File: src/rtl/sensor_scan_sched.sv
// Sensor-group scan sequencer: enables each masked sensor in turn, waits out its settle
// time, samples it, then offers the collected result vector to the host with a sticky alarm.
module sensor_scan_sched #(
  parameter int NUM_SENSORS   = 10,
  parameter int IDX_W         = 4,
  parameter int SETTLE_CYCLES = 4,
  parameter int CNT_W         = 4
) (
  input  logic                   clk,
  input  logic                   rst_n,
  input  logic                   start,
  input  logic [NUM_SENSORS-1:0] cfg_mask,
  input  logic                   clear_alarm,
  input  logic [NUM_SENSORS-1:0] sensor_in,
  output logic [NUM_SENSORS-1:0] sensor_en,
  output logic                   busy,
  output logic [IDX_W-1:0]       scan_idx,
  output logic [NUM_SENSORS-1:0] result,
  output logic                   result_valid,
  input  logic                   result_ready,
  output logic                   done,
  output logic                   alarm
);

  typedef enum logic [2:0] {
    S_IDLE,
    S_ENABLE,
    S_SETTLE,
    S_SAMPLE,
    S_NEXT,
    S_REPORT,
    S_DONE
  } state_t;

  state_t                   state;
  logic [NUM_SENSORS-1:0]   mask_q;
  logic [CNT_W-1:0]         cnt;
  logic                     first_found;
  logic [IDX_W-1:0]         first_idx;
  logic                     next_found;
  logic [IDX_W-1:0]         next_idx;
  logic                     capture;

  function automatic logic [NUM_SENSORS-1:0] onehot(input logic [IDX_W-1:0] idx);
    onehot = NUM_SENSORS'(1) << idx;
  endfunction

  // Lowest set bit of the incoming mask; scanning downward leaves the lowest one last.
  always_comb begin
    first_found = 1'b0;
    first_idx   = '0;
    for (int i = NUM_SENSORS - 1; i >= 0; i--) begin
      if (cfg_mask[i]) begin
        first_found = 1'b1;
        first_idx   = IDX_W'(i);
      end
    end
  end

  // Lowest latched mask bit strictly above the current index; never wraps to 0.
  always_comb begin
    next_found = 1'b0;
    next_idx   = '0;
    for (int i = NUM_SENSORS - 1; i >= 0; i--) begin
      if (mask_q[i] && (i > int'(scan_idx))) begin
        next_found = 1'b1;
        next_idx   = IDX_W'(i);
      end
    end
  end

  // sensor_en is one-hot on scan_idx in SAMPLE, so masking with it picks the sensor under test.
  assign capture = (state == S_SAMPLE) && (|(sensor_in & sensor_en));

  // Host handshake: result_valid rises on REPORT entry and holds result stable; the transfer
  // happens on the first rising edge with result_valid && result_ready, after which done pulses.
  always_ff @(posedge clk or negedge rst_n) begin
    if (!rst_n) begin
      state        <= S_IDLE;
      mask_q       <= '0;
      cnt          <= '0;
      sensor_en    <= '0;
      busy         <= 1'b0;
      scan_idx     <= '0;
      result       <= '0;
      result_valid <= 1'b0;
      done         <= 1'b0;
      alarm        <= 1'b0;
    end else begin
      done <= 1'b0;
      if (capture) begin
        alarm <= 1'b1;
      end else if (clear_alarm) begin
        alarm <= 1'b0;
      end

      case (state)
        S_IDLE: begin
          if (start) begin
            mask_q <= cfg_mask;
            result <= '0;
            busy   <= 1'b1;
            if (first_found) begin
              scan_idx  <= first_idx;
              sensor_en <= onehot(first_idx);
              state     <= S_ENABLE;
            end else begin
              result_valid <= 1'b1;
              state        <= S_REPORT;
            end
          end
        end

        S_ENABLE: begin
          cnt   <= CNT_W'(SETTLE_CYCLES);
          state <= S_SETTLE;
        end

        S_SETTLE: begin
          cnt <= cnt - 1'b1;
          if (cnt == CNT_W'(1)) begin
            state <= S_SAMPLE;
          end
        end

        S_SAMPLE: begin
          result    <= result | (sensor_in & sensor_en);
          sensor_en <= '0;
          state     <= S_NEXT;
        end

        S_NEXT: begin
          if (next_found) begin
            scan_idx  <= next_idx;
            sensor_en <= onehot(next_idx);
            state     <= S_ENABLE;
          end else begin
            result_valid <= 1'b1;
            state        <= S_REPORT;
          end
        end

        S_REPORT: begin
          if (result_ready) begin
            result_valid <= 1'b0;
            done         <= 1'b1;
            state        <= S_DONE;
          end
        end

        S_DONE: begin
          busy  <= 1'b0;
          state <= S_IDLE;
        end

        default: begin
          state <= S_IDLE;
        end
      endcase
    end
  end

  a_en_onehot: assert property (@(posedge clk) disable iff (!rst_n) $onehot0(sensor_en));

  a_en_in_scan: assert property (@(posedge clk) disable iff (!rst_n)
    (|sensor_en) |-> (state inside {S_ENABLE, S_SETTLE, S_SAMPLE}));

  a_valid_in_report: assert property (@(posedge clk) disable iff (!rst_n)
    result_valid == (state == S_REPORT));

endmodule

File: config.mk
export PLATFORM = sky130hd
export DESIGN_NAME = sensor_scan_sched
export DESIGN_NICKNAME = d
export VERILOG_FILES = /design/src/rtl/sensor_scan_sched.sv
export SDC_FILE = /design/constraint.sdc
export NUM_CORES = 1
export LEC_CHECK = 0
export ABC_CLOCK_PERIOD_IN_PS = 3100
export CAP_MARGIN = 20
export CORE_UTILIZATION = 49
export DETAILED_ROUTE_END_ITERATION = 8
export DONT_BUFFER_PORTS = 1
export PLACE_DENSITY_LB_ADDON = 0.15
export RECOVER_POWER = 25
export SLEW_MARGIN = 40
export SYNTH_ARGS = -nofsm -noshare
export SYNTH_HDL_FRONTEND = slang
export SYNTH_SLANG_ARGS = --single-unit
File: constraint.sdc
create_clock -name clk -period 3.1 [get_ports clk]
set_clock_uncertainty 0.2 [all_clocks]
set_input_delay 0.465 -clock clk [delete_from_list [all_inputs] [get_ports clk]]
set_output_delay 0.465 -clock clk [all_outputs]
set_load 0.05 [all_outputs]
# After elaboration in Yosys (flattened, before gate mapping)
# Cells that the tools add are included.
[word_totals]
inputBits = 25
word_cells = 130
out_inout_bits = 28
regBits = 45
[op_classes]
magnitude_cmp = 9
reduce_logical = 26
n_shift = 2
addsub = 1
n_bitwise = 2
eq_ne = 14
muxes = 66
[op_table]
columns = ["operator", "count"]
rows = [
  ["4-bit 2-to-1 mux", 22],
  ["10-bit 2-to-1 mux", 4],
  ["10-bit one-hot mux with 3 select lines", 1],
  ["1-bit 2-to-1 mux", 28],
  ["10-bit one-hot mux with 2 select lines", 1],
  ["1-bit by 4-bit left shift with 10-bit output (first input constant)", 2],
  ["3-bit one-hot mux with 6 select lines", 1],
  ["3-bit by 4-bit greater-than comparator with 1-bit output (first input constant)", 4],
  ["4-bit one-hot mux with 2 select lines", 2],
  ["3-bit 2-to-1 mux", 5],
  ["2-bit != test (second input constant)", 7],
  ["10-bit AND", 1],
  ["1-bit logical AND", 10],
  ["10-bit OR", 1],
  ["2-bit nonzero test", 5],
  ["10-bit OR reduction", 1],
  ["3-bit == test (second input constant)", 3],
  ["2-bit by 4-bit greater-than comparator with 1-bit output (first input constant)", 2],
  ["4-bit greater-than comparator (first input constant)", 2],
  ["4-bit AND reduction", 2],
  ["3-bit by 2-bit == test with 1-bit output (second input constant)", 2],
  ["2-bit AND reduction", 3],
  ["3-bit nonzero test", 2],
  ["5-bit AND reduction", 1],
  ["8 further kinds", 8],
]

# Depth between registers and ports, before layout
[depth]
depth_word = 14
ltp_mapped = 9

# Least setup slack after synthesis
# OpenSTA, ideal clock, no wires.
[synth_timing]
path_kind = "reg2reg"
startpoint = "register scan_idx[2]"
endpoint = "register sensor_en[2]"
t_arrival_ns = 2.089
path_stages_with_launch = 8
synth_period_minus_slack_ns = 2.410
setup_ns = 0.121
slack_ns = 0.690
cell_sequence = "dfrtp_1 > clkbuf_1 > or4b_1 > o21ai_1 > nor4_4 > a21o_1 > buf_4 > a22o_1"
[synth_between]
elab_chain_cells = 14
[synth_lines]
columns = ["element", "line_no", "text"]
rows = [
  ["start, declared", "17", "output logic [IDX_W-1:0] scan_idx,"],
  ["start signal, assigned", "104", "scan_idx <= first_idx;"],
  ["start signal, assigned", "134", "scan_idx <= next_idx;"],
  ["4-bit greater-than comparator", "65", "if (mask_q[i] && (i > int'(scan_idx))) begin"],
  ["1-bit logical AND", "65", ""],
  ["4-bit 2-to-1 mux (9 in a row)", "65", ""],
  ["1-bit by 4-bit left shift with 10-bit output", "45", "onehot = NUM_SENSORS'(1) << idx;"],
  ["10-bit 2-to-1 mux", "133", "if (next_found) begin"],
  ["10-bit one-hot mux with 3 select lines", "97", "case (state)"],
  ["end signal, assigned", "105", "sensor_en <= onehot(first_idx);"],
  ["end signal, assigned", "135", "sensor_en <= onehot(next_idx);"],
  ["end, declared", "15", "output logic [NUM_SENSORS-1:0] sensor_en,"],
]
# Parallel ways exist; a longest one is shown, timed or not. The select of a mux whose other input is x is not followed.
# A chain may end at the register's enable or synchronous reset.

# Worst setup path after layout
[layout_timing]
startpoint = "register scan_idx[0]"
endpoint = "register sensor_en[6]"
# The elaborated chain is that of the path after synthesis.

==> results.sh <==
export IMPL_hold_path_class="input port to flop"
export IMPL_cts_sinks=44
export IMPL_grt_usage=0.2239
export IMPL_crit_path_end_kind="flop"
export IMPL_ys_ff_latch=44
export IMPL_synth_commonest_cells="dfrtp_1, nor2_1, nand2_1"
export IMPL_viasPerCell=6.274
export IMPL_min_period_ps=2554
export IMPL_synth_cell_types=50
export IMPL_power_total_mw=2.663
export IMPL_antenna_found_initial=0
export IMPL_dp_hpwl_um=3860
export IMPL_ys_warnings_count=0
export IMPL_cp_data_arrival_time_ps=2570
export IMPL_clockRootBuffer="clkbuf_8"
export IMPL_cts_tree="built"
export IMPL_drt_pass1_iter_count=4
export IMPL_portBuffers=0
export IMPL_cellPowerDensity_mw_per_mm2=1033
export IMPL_clk_path_buf_depth=2
export IMPL_p_int_mw=1.408
export IMPL_dp_slack_ps=564.5
export IMPL_drt_wl_total_um=5355
export IMPL_synthArstFlopShare=1.000
export IMPL_switching_share=0.4713
export IMPL_regArea_mm2=0.001101
export IMPL_p_comb_frac=0.408
export IMPL_maxSlewHeadroom=0.2713
export IMPL_clock_latency_ps=290
export IMPL_timing_hold_ws_ps=68.80
export IMPL_synth_top_area_frac=0.4610
export IMPL_fin_nets=282
export IMPL_maxSlewViolCount=0
export IMPL_synth_area_mm2=0.002389
export IMPL_die_h_um=71.82
export IMPL_synth_area_leaders="dfrtp_1, nor2_1, mux2_2"
export IMPL_required_ps=3110
export IMPL_path_clk_slew_ps=80
export IMPL_drc=0
export IMPL_avgRoutedWirePerCell_um=17.27
export IMPL_layout_area_overhead_vs_synth_pct=7.962
export IMPL_rsz0062_at_grt="false"
export IMPL_synth_avg_cell_area_um2=9.516
export IMPL_antenna_cells=0
export IMPL_grt_remaining_overflow=0
export IMPL_p_clk_frac=0.161
export IMPL_crit_type="flop to flop"
export IMPL_grt_max_degree=45
export IMPL_drive_above_1_share=0.1289
export IMPL_fillers=449
export IMPL_grt_pass1_vias=1911
export IMPL_start_kind="flop"
export IMPL_detail_route_antenna_nets=0
export IMPL_yosysMostFrequentCell="dfrtp_1"
export IMPL_max_freq_ghz=0.3915
export IMPL_ios=53
export IMPL_routabilityCongestion=0.9001
export IMPL_drt_iter0_drc=89
export IMPL_multi_input_area_mm2=0.001190
export IMPL_max_cap_viol_count=0
export IMPL_design_core_area_mm2=0.004692
export IMPL_h_tree_depth=2
export IMPL_rows=25
export IMPL_yosysTopAreaCell="dfrtp_1"
export IMPL_synthCells=251
export IMPL_die_area_mm2=0.005158
export IMPL_die_x_um=71.82
export IMPL_peakVddDrop_uv=464.1
export IMPL_num_vias=1945
export IMPL_grt_pass1_wl_um=8976
export IMPL_tns_ps=0
export IMPL_synth_seq_area_share=0.4610
export IMPL_post_route_period_util=0.8240
export IMPL_numCtsBuffers=5
export IMPL_setup_violations=0
export IMPL_synthesis_nets=278
export IMPL_synth_edf_count=0
export IMPL_worstMarginPinSlew_ps=1093
export IMPL_p_leak_nw=1.115
export IMPL_ys_flop_type="dfrtp_1"
export IMPL_initial_core_util=0.5091
export IMPL_path_max_fanout=10
export IMPL_power_switching_mw=1.255
export IMPL_hold_viol=0
export IMPL_fin_ws_ps=545.6
export IMPL_seq_power_share=0.431
export IMPL_outcome="completed"
[placed cells by master, fill, tap and decap left out, types with 3 or more instances in the layout]
master,instances
a21oi_1,11
a31oi_1,12
a22o_1,8
o31ai_1,3
inv_1,10
nand2b_1,5
clkbuf_8,5
o21ai_0,18
a22oi_1,4
nor4_1,5
nand2_1,22
dfrtp_1,44
nor2_1,30
buf_4,8
nor3_1,5
nand3_1,4
nor2b_1,4
mux2_2,9
o21bai_1,4
[critical path: stages (launching register included)]
cell     delay [ps]
dfrtp_1         650
or3b_1          510
a41oi_2         360
a32oi_1         170
nor4_2          290
nand2_1         130
o21ai_0         160
[worst paths after layout]
path                       cells past startpoint                       end  slack (ps)               startpoint
max in group asynchronous                      2      state[0]$_DFFE_PN0P_        1320                    rst_n
hold reg to reg                                1     mask_q[2]$_DFFE_PN0P_         310    mask_q[2]$_DFFE_PN0P_
setup reg to reg                               6  sensor_en[6]$_DFFE_PN0P_         550  scan_idx[0]$_DFFE_PN0P_
hold / removal                                 1         alarm$_DFFE_PN0P_          70              clear_alarm
setup / recovery                               6  sensor_en[6]$_DFFE_PN0P_         550  scan_idx[0]$_DFFE_PN0P_
min in group asynchronous                      2     result[4]$_DFFE_PN0P_         730                    rst_n
[power by group through the flow]
stage	clock [mW]	sequential (mW)	combinational, mW
global placement	0	1.16	1.06
detailed placement	0	1.16	1.07
floorplan	0	1.14	0.850
global route	0.463	1.18	1.21
finish	0.430	1.15	1.09
CTS	0.439	1.15	1.09
[metrics by stage]
step | utilization | cells | cell area, µm²
finish | 0.5496 | 310 | 2579
global route | 0.5496 | 310 | 2579
CTS | 0.5544 | 310 | 2601
detailed placement | 0.5235 | 300 | 2456
global placement | 0.5235 | 300 | 2456
floorplan | - | 251 | 2389
[kinds of logic after synthesis]
logic type | synth area share
adders and majority gates | 0.01048
xor gates and xnor gates | 0.003668
buffers and inverters | 0.04086
AOI/OAI and AO/OA | 0.2441
DFF | 0.4610
muxes | 0.06024
and+or+nand+nor | 0.1797
[layout make-up]
cell class	instances	share of cell area
clock buffers	6	0.02814
clock inverters	2	0.01359
multi-input cells	184	0.4614
inverters	10	0.01456
well taps	54	0.02620
flip-flops and latches	44	0.4270
repair buffers	10	0.02911
[routing by layer]
| layer | wire [µm] | GRT usage | part of all wire |
|---|---|---|---|
| met1 | 2478 | 0.2998 | 0.46 |
| met2 | 2542 | 0.3648 | 0.47 |
| met3 | 274 | 0.04923 | 0.051 |
| met4 | 59 | 0.06754 | 0.011 |
| met5 | 0 | 0 | 0 |
[registers in the layout, indices dropped and copies added (netlist names), 3 cells and up]
name / flops
result: 10
sensor_en: 10
mask_q: 9
cnt: 4
scan_idx: 4
state: 3
[timing repair]
item | 4_1_cts | 5_1_grt
gates resized for setup | 0 | 0
hold buffers | 2 | 0
buffers inserted | 0 | 0
endpoints found under the hold margin | 44 | 0
No activity file was read; power rests on OpenSTA's default activity.
